$ cat config.mk
export PLATFORM = sky130hd
export DESIGN_NAME = pipeline_ctrl
export DESIGN_NICKNAME = d
export VERILOG_FILES = /design/src/rtl/pipeline_ctrl.sv
export SDC_FILE = /design/constraint.sdc
export NUM_CORES = 1
export LEC_CHECK = 0
export BUFFER_PORTS_ARGS = -buffer_cell sky130_fd_sc_hd__buf_4
export CORE_UTILIZATION = 51
export CTS_BUF_LIST = sky130_fd_sc_hd__clkbuf_16
export DETAILED_ROUTE_END_ITERATION = 16
export PLACE_DENSITY = 0.75
export SYNTH_ARGS = -nofsm -noshare
export SYNTH_HDL_FRONTEND = slang
export SYNTH_SLANG_ARGS = --single-unit
$ cat constraint.sdc
create_clock -name clk -period 3.3 [get_ports clk]
set_input_delay 0.66 -clock clk [delete_from_list [all_inputs] [get_ports clk]]
set_output_delay 0.66 -clock clk [all_outputs]
set_load 0.01 [all_outputs]
$ cat src/rtl/pipeline_ctrl.sv
// Hazard/flush controller for the 6-stage pipeline: drives the stall vector,
// sequences exception redirects, flags stall deadlock and counts stall cycles.
module pipeline_ctrl #(
    parameter int unsigned TIMEOUT = 1023,
    parameter int unsigned CNT_W   = 32
) (
    input  logic             clk,
    input  logic             rst,
    input  logic             stallreq_if,
    input  logic             stallreq_id,
    input  logic             stallreq_ex,
    input  logic             stallreq_mem,
    input  logic             flush_req,
    input  logic [31:0]      flush_pc,
    output logic [5:0]       stall,
    output logic             flush,
    output logic [31:0]      new_pc,
    output logic             stall_timeout,
    output logic [CNT_W-1:0] stall_cycles
);

    typedef enum logic [1:0] {
        RUN    = 2'd0,
        FLUSH  = 2'd1,
        REFILL = 2'd2
    } state_t;

    localparam logic [15:0] TIMEOUT_W = 16'(TIMEOUT);

    state_t      state, state_next;
    logic [15:0] consec, consec_next;

    always_ff @(posedge clk) begin
        if (rst) begin
            state         <= RUN;
            new_pc        <= '0;
            consec        <= '0;
            stall_timeout <= 1'b0;
            stall_cycles  <= '0;
        end else begin
            state  <= state_next;
            consec <= consec_next;
            if (flush_req)
                new_pc <= flush_pc;
            if (consec_next == TIMEOUT_W)
                stall_timeout <= 1'b1;
            if (stall[0] && (stall_cycles != '1))
                stall_cycles <= stall_cycles + CNT_W'(1);
        end
    end

    // flush comes straight from the state register, never from flush_req
    assign flush = (state == FLUSH);

    always_comb begin
        state_next = state;
        stall      = '0;
        unique case (state)
            RUN: begin
                if (stallreq_mem)     stall = 6'b011111;
                else if (stallreq_ex) stall = 6'b001111;
                else if (stallreq_id) stall = 6'b000111;
                else if (stallreq_if) stall = 6'b000011;
                if (flush_req) state_next = FLUSH;
            end
            FLUSH: begin
                state_next = flush_req ? FLUSH : REFILL;
            end
            REFILL: begin
                if (stallreq_if) stall = 6'b000011;
                state_next = flush_req ? FLUSH : RUN;
            end
            default: state_next = RUN;
        endcase
        if (rst) stall = '0;
    end

    always_comb begin
        consec_next = consec;
        if (flush || !stall[0])
            consec_next = '0;
        else if (consec != TIMEOUT_W)
            consec_next = consec + 16'd1;
    end

endmodule

=== Word-level counts from Yosys, hierarchy flattened ===
Index checks and enable logic that the tools add are counted.

* Register bits: 83
* Input bits: 39
* Logic and storage cells: 29

* Add/subtract/negate cells: 2
* Equality and inequality tests: 6
* Muxes and demuxes: 12
* Reductions and logical operators: 4

{| class="wikitable"
|+ Operators with widths
! cell !! count
|-
| $add A32 B1 Y32 const B || 1
|-
| $mux W16 || 2
|-
| $ne A32 B32 Y1 const B || 1
|-
| $add A16 B1 Y16 const B || 1
|-
| $eq A16 B10 Y1 const B || 1
|-
| $ne A16 B10 Y1 const B || 1
|-
| $pmux W5 S2 || 1
|-
| $mux W2 || 3
|-
| $mux W6 || 1
|-
| $pmux W2 S3 || 1
|-
| $mux W5 || 1
|-
| $mux W4 || 1
|-
| $mux W3 || 1
|-
| $eq A2 B1 Y1 const B || 1
|-
| $eq A2 B2 Y1 const B || 1
|-
| $logic_not A2 Y1 || 1
|-
| $ne A2 B2 Y1 const B || 1
|-
| $logic_and A1 B1 Y1 || 1
|-
| $logic_not A1 Y1 || 1
|-
| $logic_or A1 B1 Y1 || 1
|-
| $mux W1 || 1
|}

=== Logic depth before layout (Yosys ltp) ===
Gate-level depths: netlist of the first run.

* Word-level depth: 10
* Gate-level depth with buffers: 8

=== Worst setup path before layout of the first run ===
No wires, ideal clock.

* Path kind: input port to output port
* From: input rst
* To: output stall[1]
* Data arrival time: 1888 ps
* Slack: 752 ps
* Cell stages on the path: 5
* Buffers on the path: 3
* Cell sequence: buf_6 -> or4_4 -> clkinv_2 -> clkbuf_1 -> buf_4

* Longest elaborated chain between the ends: 1

{| class="wikitable"
|+ RTL lines
! what !! RTL line !! text
|-
| from (decl) || 8 || <nowiki>input logic rst,</nowiki>
|-
| $mux W6 || 75 || <nowiki>if (rst) stall = '0;</nowiki>
|-
| to (decl) || 15 || <nowiki>output logic [5:0] stall,</nowiki>
|}

No other way between the ends.

=== Final worst setup path of the first run ===
* From: register consec[0]
* To: register stall_timeout

* Longest elaborated chain between the ends: 4

{| class="wikitable"
|+ RTL lines
! what !! RTL line !! text
|-
| from (decl) || 31 || <nowiki>logic [15:0] consec, consec_next;</nowiki>
|-
| from (signal assigned) || 42 || <nowiki>consec <= consec_next;</nowiki>
|-
| $add A16 B1 Y16 or $ne A16 B10 Y1 (tied branches) || 83, 82 ||
|-
| $mux W16 * || 82 || <nowiki>else if (consec != TIMEOUT_W)</nowiki>
|-
| $mux W16 * || 80 || <nowiki>if (flush || !stall[0])</nowiki>
|-
| $eq A16 B10 Y1 * || 45 || <nowiki>if (consec_next == TIMEOUT_W)</nowiki>
|-
| to (signal assigned) || 38 || <nowiki>stall_timeout <= 1'b0;</nowiki>
|-
| to (signal assigned) || 46 || <nowiki>stall_timeout <= 1'b1;</nowiki>
|-
| to (decl) || 18 || <nowiki>output logic stall_timeout,</nowiki>
|}

Mark *: on every way between the ends. The rest lies on a longest branch, timed or not.
A chain may end at the register's enable or synchronous reset.

==> results of run 1 <==
[kinds of logic after synthesis]
family	synth area share
buffers and inverters	0.0374
other	0.00101
flip-flops	0.447
multiplexers	0.0943
XOR/XNOR	0.0943
AND/OR/NAND/NOR	0.273
AO/OA/AOI/OAI	0.0455
adder cells (fa/ha/maj)	0.00674
[flip-flops by register name (all words and copies together), names as in the netlist]
register	count
state	2
consec	16
new_pc	32
stall_cycles	32
stall_timeout	1
[layout make-up]
class	instances	area (um^2)	share of cell area
Multi-Input combinational cell	301	1910	0.394
Sequential cell	83	1660	0.342
Timing Repair Buffer	111	833	0.171
Clock buffer	9	225	0.0463
Tap cell	96	120	0.0247
Clock inverter	7	85.1	0.0175
Inverter	5	20.0	0.00412
[worst paths after layout]
| path | from | endpoint | slack, ns | cells after the start |
|---|---|---|---|---|
| max | consec[0]$_SDFF_PP0_ | stall_timeout$_SDFFE_PP0N_ | 0.58 | 7 |
| min | stall_timeout$_SDFFE_PP0N_ | stall_timeout$_SDFFE_PP0N_ | 0.49 | 2 |
| max reg2reg | consec[0]$_SDFF_PP0_ | stall_timeout$_SDFFE_PP0N_ | 0.58 | 7 |
| min reg2reg | stall_timeout$_SDFFE_PP0N_ | stall_timeout$_SDFFE_PP0N_ | 0.49 | 2 |
[cell usage in the layout (no fill, tap or decap), drive strengths merged, types with 4 or more instances in the layout]
cell | Yosys | final
or3 | 4 | 4
dfxtp | 83 | 83
nand2 | 12 | 12
clkbuf | 16 | 9
nor3 | 12 | 12
o21ai | 4 | 4
xor2 | 30 | 30
and3 | 16 | 16
xnor2 | 10 | 10
nor4 | 5 | 5
a21oi | 5 | 5
buf | 8 | 111
inv | 4 | 6
a31oi | 6 | 6
mux2i | 35 | 35
nand4 | 24 | 24
and2 | 4 | 4
nand3 | 24 | 24
nor2 | 81 | 81
[layer usage]
| layer | routed length, um | global-route usage | vias up | share of wire |
|---|---|---|---|---|
| li1 | - | - | 1641 | - |
| met3 | 646 | 0.0720 | 11 | 0.074 |
| met2 | 4130 | 0.384 | 104 | 0.47 |
| met1 | 3890 | 0.292 | 1537 | 0.44 |
| met5 | 0 | 0 | - | 0 |
| met4 | 110 | 0.0909 | 0 | 0.013 |
[through the flow]
step | cell area [um^2] | power [W] | setup WS, ns | hold slack, ns
after CTS | 4860 | 0.00230 | 0.636 | 0.494
after global placement | 4550 | 0.00126 | 0.591 | 0.471
final | 4860 | 0.00228 | 0.580 | 0.493
after global routing | 4860 | 0.00235 | 0.344 | 0.520
after floorplan | 3710 | 0.00117 | 0.752 | 0.474
after detailed placement | 4550 | 0.00127 | 0.486 | 0.481
[power by group through the flow]
stage	registers (W)	logic, W	clock network [W]
after floorplan	0.00108	0.0000879	0
after global placement	0.00107	0.000188	0
after detailed placement	0.00107	0.000192	0
after CTS	0.00105	0.000192	0.00105
after global routing	0.00106	0.000208	0.00109
final	0.00105	0.000190	0.00104
[tightest hold or removal path: cells and delay by family, from the launching register on]
kind | cells | cell delay, ns
AO/OA/AOI/OAI | 1 | 0.06
buffers and inverters | 1 | 0.07
flip-flops | 1 | 0.32
==> results.cfg, run 1 <==
[synth]
yosysTopAreaCell = dfxtp_1
synth-seq-cells = 83
syn_avg_cell_area_um2 = 8.99
yosysSeqAreaShare = 0.447
synth_cells = 413
syn-cell-area_um2 = 3710
synth_cell_types = 44
synth_common_cells = dfxtp_1, nor2_1, mux2i_1, xor2_1, nand3_1
synthArstFlopShare = 0
synth_ff_type = dfxtp_1
yosys.area.top_type_share = 0.447
synthTopCellsByArea = dfxtp_1, mux2i_1, nor2_1, xor2_1, nand4_1
synth.most_common_cell = dfxtp_1
yosysWarnings = 0
synth_edf_count = 0
syn_nets = 454

[routing]
drc = 0
dr.pass1.iters = 5
via_count = 3293
vias_per_cell = 5.38
wl_mm = 8.78
wl_per_cell_um = 14.3
antenna_left = 0
drtIter0Drc = 130

[sta]
hold_viol = 0
post-route-period-util = 0.824
tightestPinTransition_ns = 0.815
fin_skew_ns = 0.00683
setup_viol = 0
finalCriticalPeriod_ns = 2.72
slew_headroom = 0.454
finalMaxSlewViolations = 0
fin_tns_setup_ns = 0
rsz0062_at_grt = no
fmax_ghz = 0.368

[place]
gp_congestion = 0.813
placed_cells = 596
io_buffers = 109
dpl.hpwl_mm = 6.18

[worst_setup_path]
crit_type = reg -> reg
worstPathCellList = ha_1, nand3_1, nand4bb_1, a31oi_1, o21ai_0, or4_1, o32ai_2
crit_required_ns = 3.53
critPathTopFamily = simple AND/OR/NAND/NOR gates
max_stage_delay_ns = 0.54
worst-path-buf-inv = 0
worstPathArrival_ns = 2.95
critPathSlowestCell = or4_1
end_kind = flip-flop
path_max_fanout = 9
start_kind = flip-flop

[finish]
area_growth_pct = 30.8
utilization = 0.704
fin_nets = 552
diodes = 0
stdcell_count = 612
num-fill-cells = 587
post_route_cells_drive_above_1_share = 0.256

[power_and_ir_drop]
pwr-share-comb = 0.083
power.switching_w = 0.000495
switching_share = 0.217
p_int_w = 0.00179
powerDensity_nw_per_um2 = 469
peakVddDrop_mv = 0.320
power.leakage_nw = 2.12
sequentialPowerShare = 0.462
clkPwrFrac = 0.455

[clocking]
insertion_delay_ns = 0.32
cts_num_sinks = 83
cts_tree = done
root_buffer = clkbuf_16
htree_levels = 3
post_cts_resized = 0
post_cts_buffers = 0
numCtsBuffers = 9
clkTransAtPathRegs_ns = 0.06
clockBufferDepth = 2
cts_hold_buffers = 0

[die]
die_area_um2 = 7630
initial_utilization = 0.538
die-width_um = 87.3
rows = 30
pin_count = 111
core_um2 = 6910
die_y_um = 87.3

[grt]
grt_pass1_wl_mm = 14.2
grt_pass1_vias = 3168
grt_max_degree = 71
grt_util_all_layers = 0.236
grt-ovfl-total = 0
antenna_found_initial = 0

[hold_path]
hold_class = reg -> reg

[run]
maxCapViolations = 0

[run_status]
outcome = finished, final reports clean
Note: power is estimated with default switching activity, not from simulation.
==> inputs of run 2 (changes only) <==
--- a/config.mk
+++ b/config.mk
@@ -6,10 +6,10 @@
 export NUM_CORES = 1
 export LEC_CHECK = 0
 export BUFFER_PORTS_ARGS = -buffer_cell sky130_fd_sc_hd__buf_4
-export CORE_UTILIZATION = 51
+export CORE_UTILIZATION = 46
 export CTS_BUF_LIST = sky130_fd_sc_hd__clkbuf_16
 export DETAILED_ROUTE_END_ITERATION = 16
-export PLACE_DENSITY = 0.75
+export PLACE_DENSITY = 0.71
 export SYNTH_ARGS = -nofsm -noshare
 export SYNTH_HDL_FRONTEND = slang
 export SYNTH_SLANG_ARGS = --single-unit
==> constraint.sdc (replaced) <==
create_clock -name clk -period 2.3 [get_ports clk]
set_input_delay 0.46 -clock clk [delete_from_list [all_inputs] [get_ports clk]]
set_output_delay 0.46 -clock clk [all_outputs]
set_load 0.01 [all_outputs]
==> run 2 against run 1 <==
Effect of this change: total power is 37% higher; final cell count is 5.9% higher; sequential power is 43% higher; clock skew is 0.0014 ns higher; first-iteration DRC count is 94% higher; maximum frequency is 22% higher; setup slack worse by 0.51 ns; non-clock buffer count is 31 higher; combinational power is 57% higher; largest power group unchanged; highest routed layer unchanged.
==> results.cfg, run 2 (synthesized netlist as in run 1, its figures left out) <==
[run_status]
outcome = finished, final reports clean

[power_and_ir_drop]
power.leakage_nw = 2.27
powerDensity_nw_per_um2 = 608
peakVddDrop_mv = 0.450

[die]
die_area_um2 = 8440
die_y_um = 91.9
initial_utilization = 0.478
core_um2 = 7770
pin_count = 111
rows = 32
die-width_um = 91.9

[worst_setup_path]
start_kind = flip-flop
crit_type = reg -> reg
worstPathArrival_ns = 2.48
path_max_fanout = 6
end_kind = flip-flop
crit_required_ns = 2.55

[clocking]
cts_hold_buffers = 0
clkTransAtPathRegs_ns = 0.06
root_buffer = clkbuf_16
clockBufferDepth = 2
numCtsBuffers = 9
cts_tree = done
cts_num_sinks = 83
insertion_delay_ns = 0.34
htree_levels = 3

[sta]
slew_headroom = 0.524
post-route-period-util = 0.971
fmax_ghz = 0.448
setup_viol = 0
rsz0062_at_grt = yes
fin_tns_setup_ns = 0
whs_ns = 0.355
tightestPinTransition_ns = 0.713
fin_skew_ns = 0.00824
finalMaxSlewViolations = 0
finalCriticalPeriod_ns = 2.23
hold_viol = 0

[finish]
layout_commonest_cell = buf_4
utilization = 0.659
final_cell_mix = buf_4, dfxtp_1, nor2_1, mux2i_1, xor2_1
fin_nets = 583
top_regs = new_pc (32), stall_cycles (32), consec (16)
diodes = 0
post_route_cells_drive_above_1_share = 0.313
area_growth_pct = 37.9

[place]
io_buffers = 109
dpl.hpwl_mm = 6.50
gp_congestion = 0.812

[routing]
vias_per_cell = 5.29
via_count = 3430
antenna_left = 0
drc = 0
wl_mm = 9.17
wl_per_cell_um = 14.1
dr.pass1.iters = 4
drtIter0Drc = 252

[grt]
antenna_found_initial = 0
grt_util_all_layers = 0.221
grt_max_degree = 71
grt_pass1_wl_mm = 15.1
grt_pass1_vias = 3265
grt-ovfl-total = 0

[run]
maxCapViolations = 0

[hold_path]
hold_class = in -> reg
-- run 2: cell types whose count changed in the layout (fill, tap and decap cells not counted), sizes merged --
cell,before,now
bufinv,2,0
clkinvlp,1,2
buf,111,142
clkinv,3,4
inv,6,5
-- run 2: critical path, cell delays in order (launching register included) --
cell and delay [ns]:
dfxtp_1 0.34, ha_2 0.24, nand3_2 0.12, or3_1 0.42, xnor2_1 0.22, o21ai_1 0.07
or4_1 0.54, o32ai_2 0.20
-- run 2: metrics by stage --
stage	total power, W	instances	instance area (um^2)	setup slack, ns
after detailed placement	0.00184	632	4780	-0.0992
final	0.00311	648	5120	0.0676
after global placement	0.00183	632	4780	-0.0660
after CTS	0.00313	647	5050	0.0402
after global routing	0.00322	648	5120	-0.0689
after floorplan	0.00168	413	3710	0.0258
-- run 2: area by class of cell --
class / instances / area [um^2]
flip-flops and latches: 83 / 1660
inverters: 5 / 20.0
multi-input cells: 301 / 1980
clock buffers: 9 / 225
clock inverters: 6 / 41.3
fillers: 669 / 2650
repair buffers: 142 / 1070
well taps: 102 / 128
-- run 2: repair_timing --
item / 4_1_cts / 5_1_grt
setup endpoints to repair: 1 / 6
endpoints found under the hold margin: 0 / 0
buffers inserted: 0 / 1
gates resized for setup: 2 / 10
pin swaps: 0 / 1
-- run 2: where the power goes --
group / total, W / switching (W) / internal (W)
clock network: 0.00131 / 0.000585 / 0.000725
logic: 0.000299 / 0.000141 / 0.000158
registers: 0.00150 / 0.0000250 / 0.00148
total: 0.00311 / 0.000751 / 0.00236
-- run 2: worst paths after layout --
kind,depth (start not counted),slack [ns],end,startpoint
worst min-delay path,3,0.36,new_pc[24]$_SDFFE_PP0P_,flush_pc[24]
worst min register to register,2,0.48,stall_timeout$_SDFFE_PP0N_,stall_timeout$_SDFFE_PP0N_
worst max-delay path,7,0.07,stall_timeout$_SDFFE_PP0N_,consec[0]$_SDFF_PP0_
worst max register to register,7,0.07,stall_timeout$_SDFFE_PP0N_,consec[0]$_SDFF_PP0_
-- run 2: layer usage --
metal	GRT usage	routed length, um
met4	0.0703	106
met3	0.0531	698
met1	0.276	4020
met2	0.374	4350
met5	0	0
==> inputs of run 3 (changes only) <==
--- a/config.mk
+++ b/config.mk
@@ -6,10 +6,13 @@
 export NUM_CORES = 1
 export LEC_CHECK = 0
 export BUFFER_PORTS_ARGS = -buffer_cell sky130_fd_sc_hd__buf_4
-export CORE_UTILIZATION = 46
+export CELL_PAD_IN_SITES_DETAIL_PLACEMENT = 1
+export CELL_PAD_IN_SITES_GLOBAL_PLACEMENT = 2
+export CORE_UTILIZATION = 27
 export CTS_BUF_LIST = sky130_fd_sc_hd__clkbuf_16
 export DETAILED_ROUTE_END_ITERATION = 16
-export PLACE_DENSITY = 0.71
+export HOLD_SLACK_MARGIN = 0.1
+export PLACE_DENSITY = 0.85
 export SYNTH_ARGS = -nofsm -noshare
 export SYNTH_HDL_FRONTEND = slang
 export SYNTH_SLANG_ARGS = --single-unit
==> run 3 against run 2 <==
Effect of this change: global-route usage decreased by 6.1 points; largest power group unchanged; clock power increased by 8%; highest routed layer unchanged; wire length increased by 20%; non-clock buffer count increased by 6; sequential share of layout area decreased by 0.80 points.
==> results.cfg, run 3 (synthesized netlist as in run 1, its figures left out) <==
[run_status]
outcome = finished, final reports clean

[hold_path]
hold_class = in -> reg

[worst_setup_path]
r2r_cells = 7
crit_required_ns = 2.55
worstPathArrival_ns = 2.53
crit_start = consec[0]$_SDFF_PP0_
crit-reg2reg-launch = consec[0]$_SDFF_PP0_
reg2reg_slack_ns = 0.02
endpoint = stall_timeout$_SDFFE_PP0N_
end_kind = flip-flop
worstReg2RegEnd = stall_timeout$_SDFFE_PP0N_
path_max_fanout = 7
start_kind = flip-flop
crit_type = reg -> reg

[sta]
tightestPinTransition_ns = 0.766
slew_headroom = 0.490
hold_viol = 0
fin_skew_ns = 0.00444
finalCriticalPeriod_ns = 2.28
fmax_ghz = 0.439
finalMaxSlewViolations = 0
setup_viol = 0
rsz0062_at_grt = yes
whs_ns = 0.353
post-route-period-util = 0.989

[finish]
seqCellArea_um2 = 1660
diodes = 0
utilization = 0.394
fin_nets = 589
multi_input_area_um2 = 1940
top_regs = new_pc (32), stall_cycles (32), consec (16)
area_growth_pct = 41.4
num-fill-cells = 1593
final_cell_mix = buf_4, nor2_1, dfxtp_1, mux2i_1, xor2_1
layout_commonest_cell = buf_4
post_route_cells_drive_above_1_share = 0.319
final_cell_area_um2 = 5250

[clocking]
clkTransAtPathRegs_ns = 0.06
clockBufferDepth = 2
cts_num_sinks = 83
insertion_delay_ns = 0.34
htree_levels = 3
root_buffer = clkbuf_16
numCtsBuffers = 9
cts_tree = done

[place]
place_area_um2 = 4920
gp_congestion = 0.773
io_buffers = 109
dpl.hpwl_mm = 7.88

[power_and_ir_drop]
switching_share = 0.234
p_int_w = 0.00247
power.switching_w = 0.000756
power.leakage_nw = 2.30
pwr-share-comb = 0.094
peakVddDrop_mv = 0.407
powerDensity_nw_per_um2 = 614
sequentialPowerShare = 0.467
clkPwrFrac = 0.438

[routing]
antenna_left = 0
via_count = 3502
vias_per_cell = 4.81
drtIter0Drc = 114
wl_mm = 11.0
wl_per_cell_um = 15.1
dr.pass1.iters = 4
drc = 0

[grt]
grt-ovfl-total = 0
grt_pass1_wl_mm = 18.1
grt_max_degree = 71
grt_util_all_layers = 0.160
met2_usage = 0.275
antenna_found_initial = 0
grt-busiest-layer = met2
use_met3 = 0.0637
grt.met1_usage = 0.180
grt_pass1_vias = 3707

[die]
die_area_um2 = 14200
die-width_um = 119
core_um2 = 13300
rows = 42
die_y_um = 119
initial_utilization = 0.278
pin_count = 111

[run]
maxCapViolations = 0
[run 3: how the worst min path moves through the flow]
stage	startpoint	end	slack, ns	cells past startpoint
finish	flush_pc[14]	new_pc[14]$_SDFFE_PP0P_	0.35	3
global route	flush_pc[22]	new_pc[22]$_SDFFE_PP0P_	0.35	3
CTS	flush_pc[13]	new_pc[13]$_SDFFE_PP0P_	0.34	3
detailed placement	new_pc[9]$_SDFFE_PP0P_	new_pc[9]$_SDFFE_PP0P_	0.49	2
global placement	stall_timeout$_SDFFE_PP0N_	stall_timeout$_SDFFE_PP0N_	0.47	2
floorplan	consec[11]$_SDFF_PP0_	consec[11]$_SDFF_PP0_	0.47	2
[run 3: cell type report]
cell class	count	share of cell area
tap	176	0.0419
timing repair buffer	148	0.215
clock buffer	9	0.0429
clock inverter	6	0.0110
inverter	5	0.00381
sequential	83	0.317
multi-input combinational	301	0.369
[run 3: metrics by stage]
| stage | setup WS (ns) | cells | TNS, ns | total power (W) |
|---|---|---|---|---|
| after floorplan | 0.0258 | 413 | 0 | 0.00168 |
| after global placement | -0.0651 | 711 | -0.0651 | 0.00184 |
| after detailed placement | -0.121 | 711 | -0.158 | 0.00185 |
| after CTS | 0.0186 | 726 | 0 | 0.00329 |
| after global routing | -0.0838 | 728 | -0.0838 | 0.00337 |
| final | 0.0245 | 728 | 0 | 0.00322 |
[run 3: routing by layer]
metal	vias to the layer above	routed length (um)
met2	89	5460
met4	0	134
met1	1691	4680
li1	1712	-
met5	-	0
met3	10	712
[run 3: critical path, stage by stage (launching register included)]
cell,delay (ns)
dfxtp_2,0.33
ha_1,0.23
and3_2,0.28
or3_1,0.34
a21boi_0,0.17
o22ai_1,0.13
or4_1,0.50
o32ai_2,0.21
[run 3: repair_timing]
action / 4_1_cts / 5_1_grt
endpoints found under the setup margin: 1 / 17
hold buffers: 0 / 0
pin swaps: 0 / 4
setup buffers: 0 / 2
gates resized for setup: 1 / 7
[run 3: power by group through the flow]
stage	clock, W	sequential, W	combinational, W
detailed placement	0	0.00154	0.000309
finish	0.00141	0.00151	0.000304
global placement	0	0.00153	0.000301
CTS	0.00147	0.00151	0.000310
floorplan	0	0.00155	0.000126
global route	0.00152	0.00151	0.000334
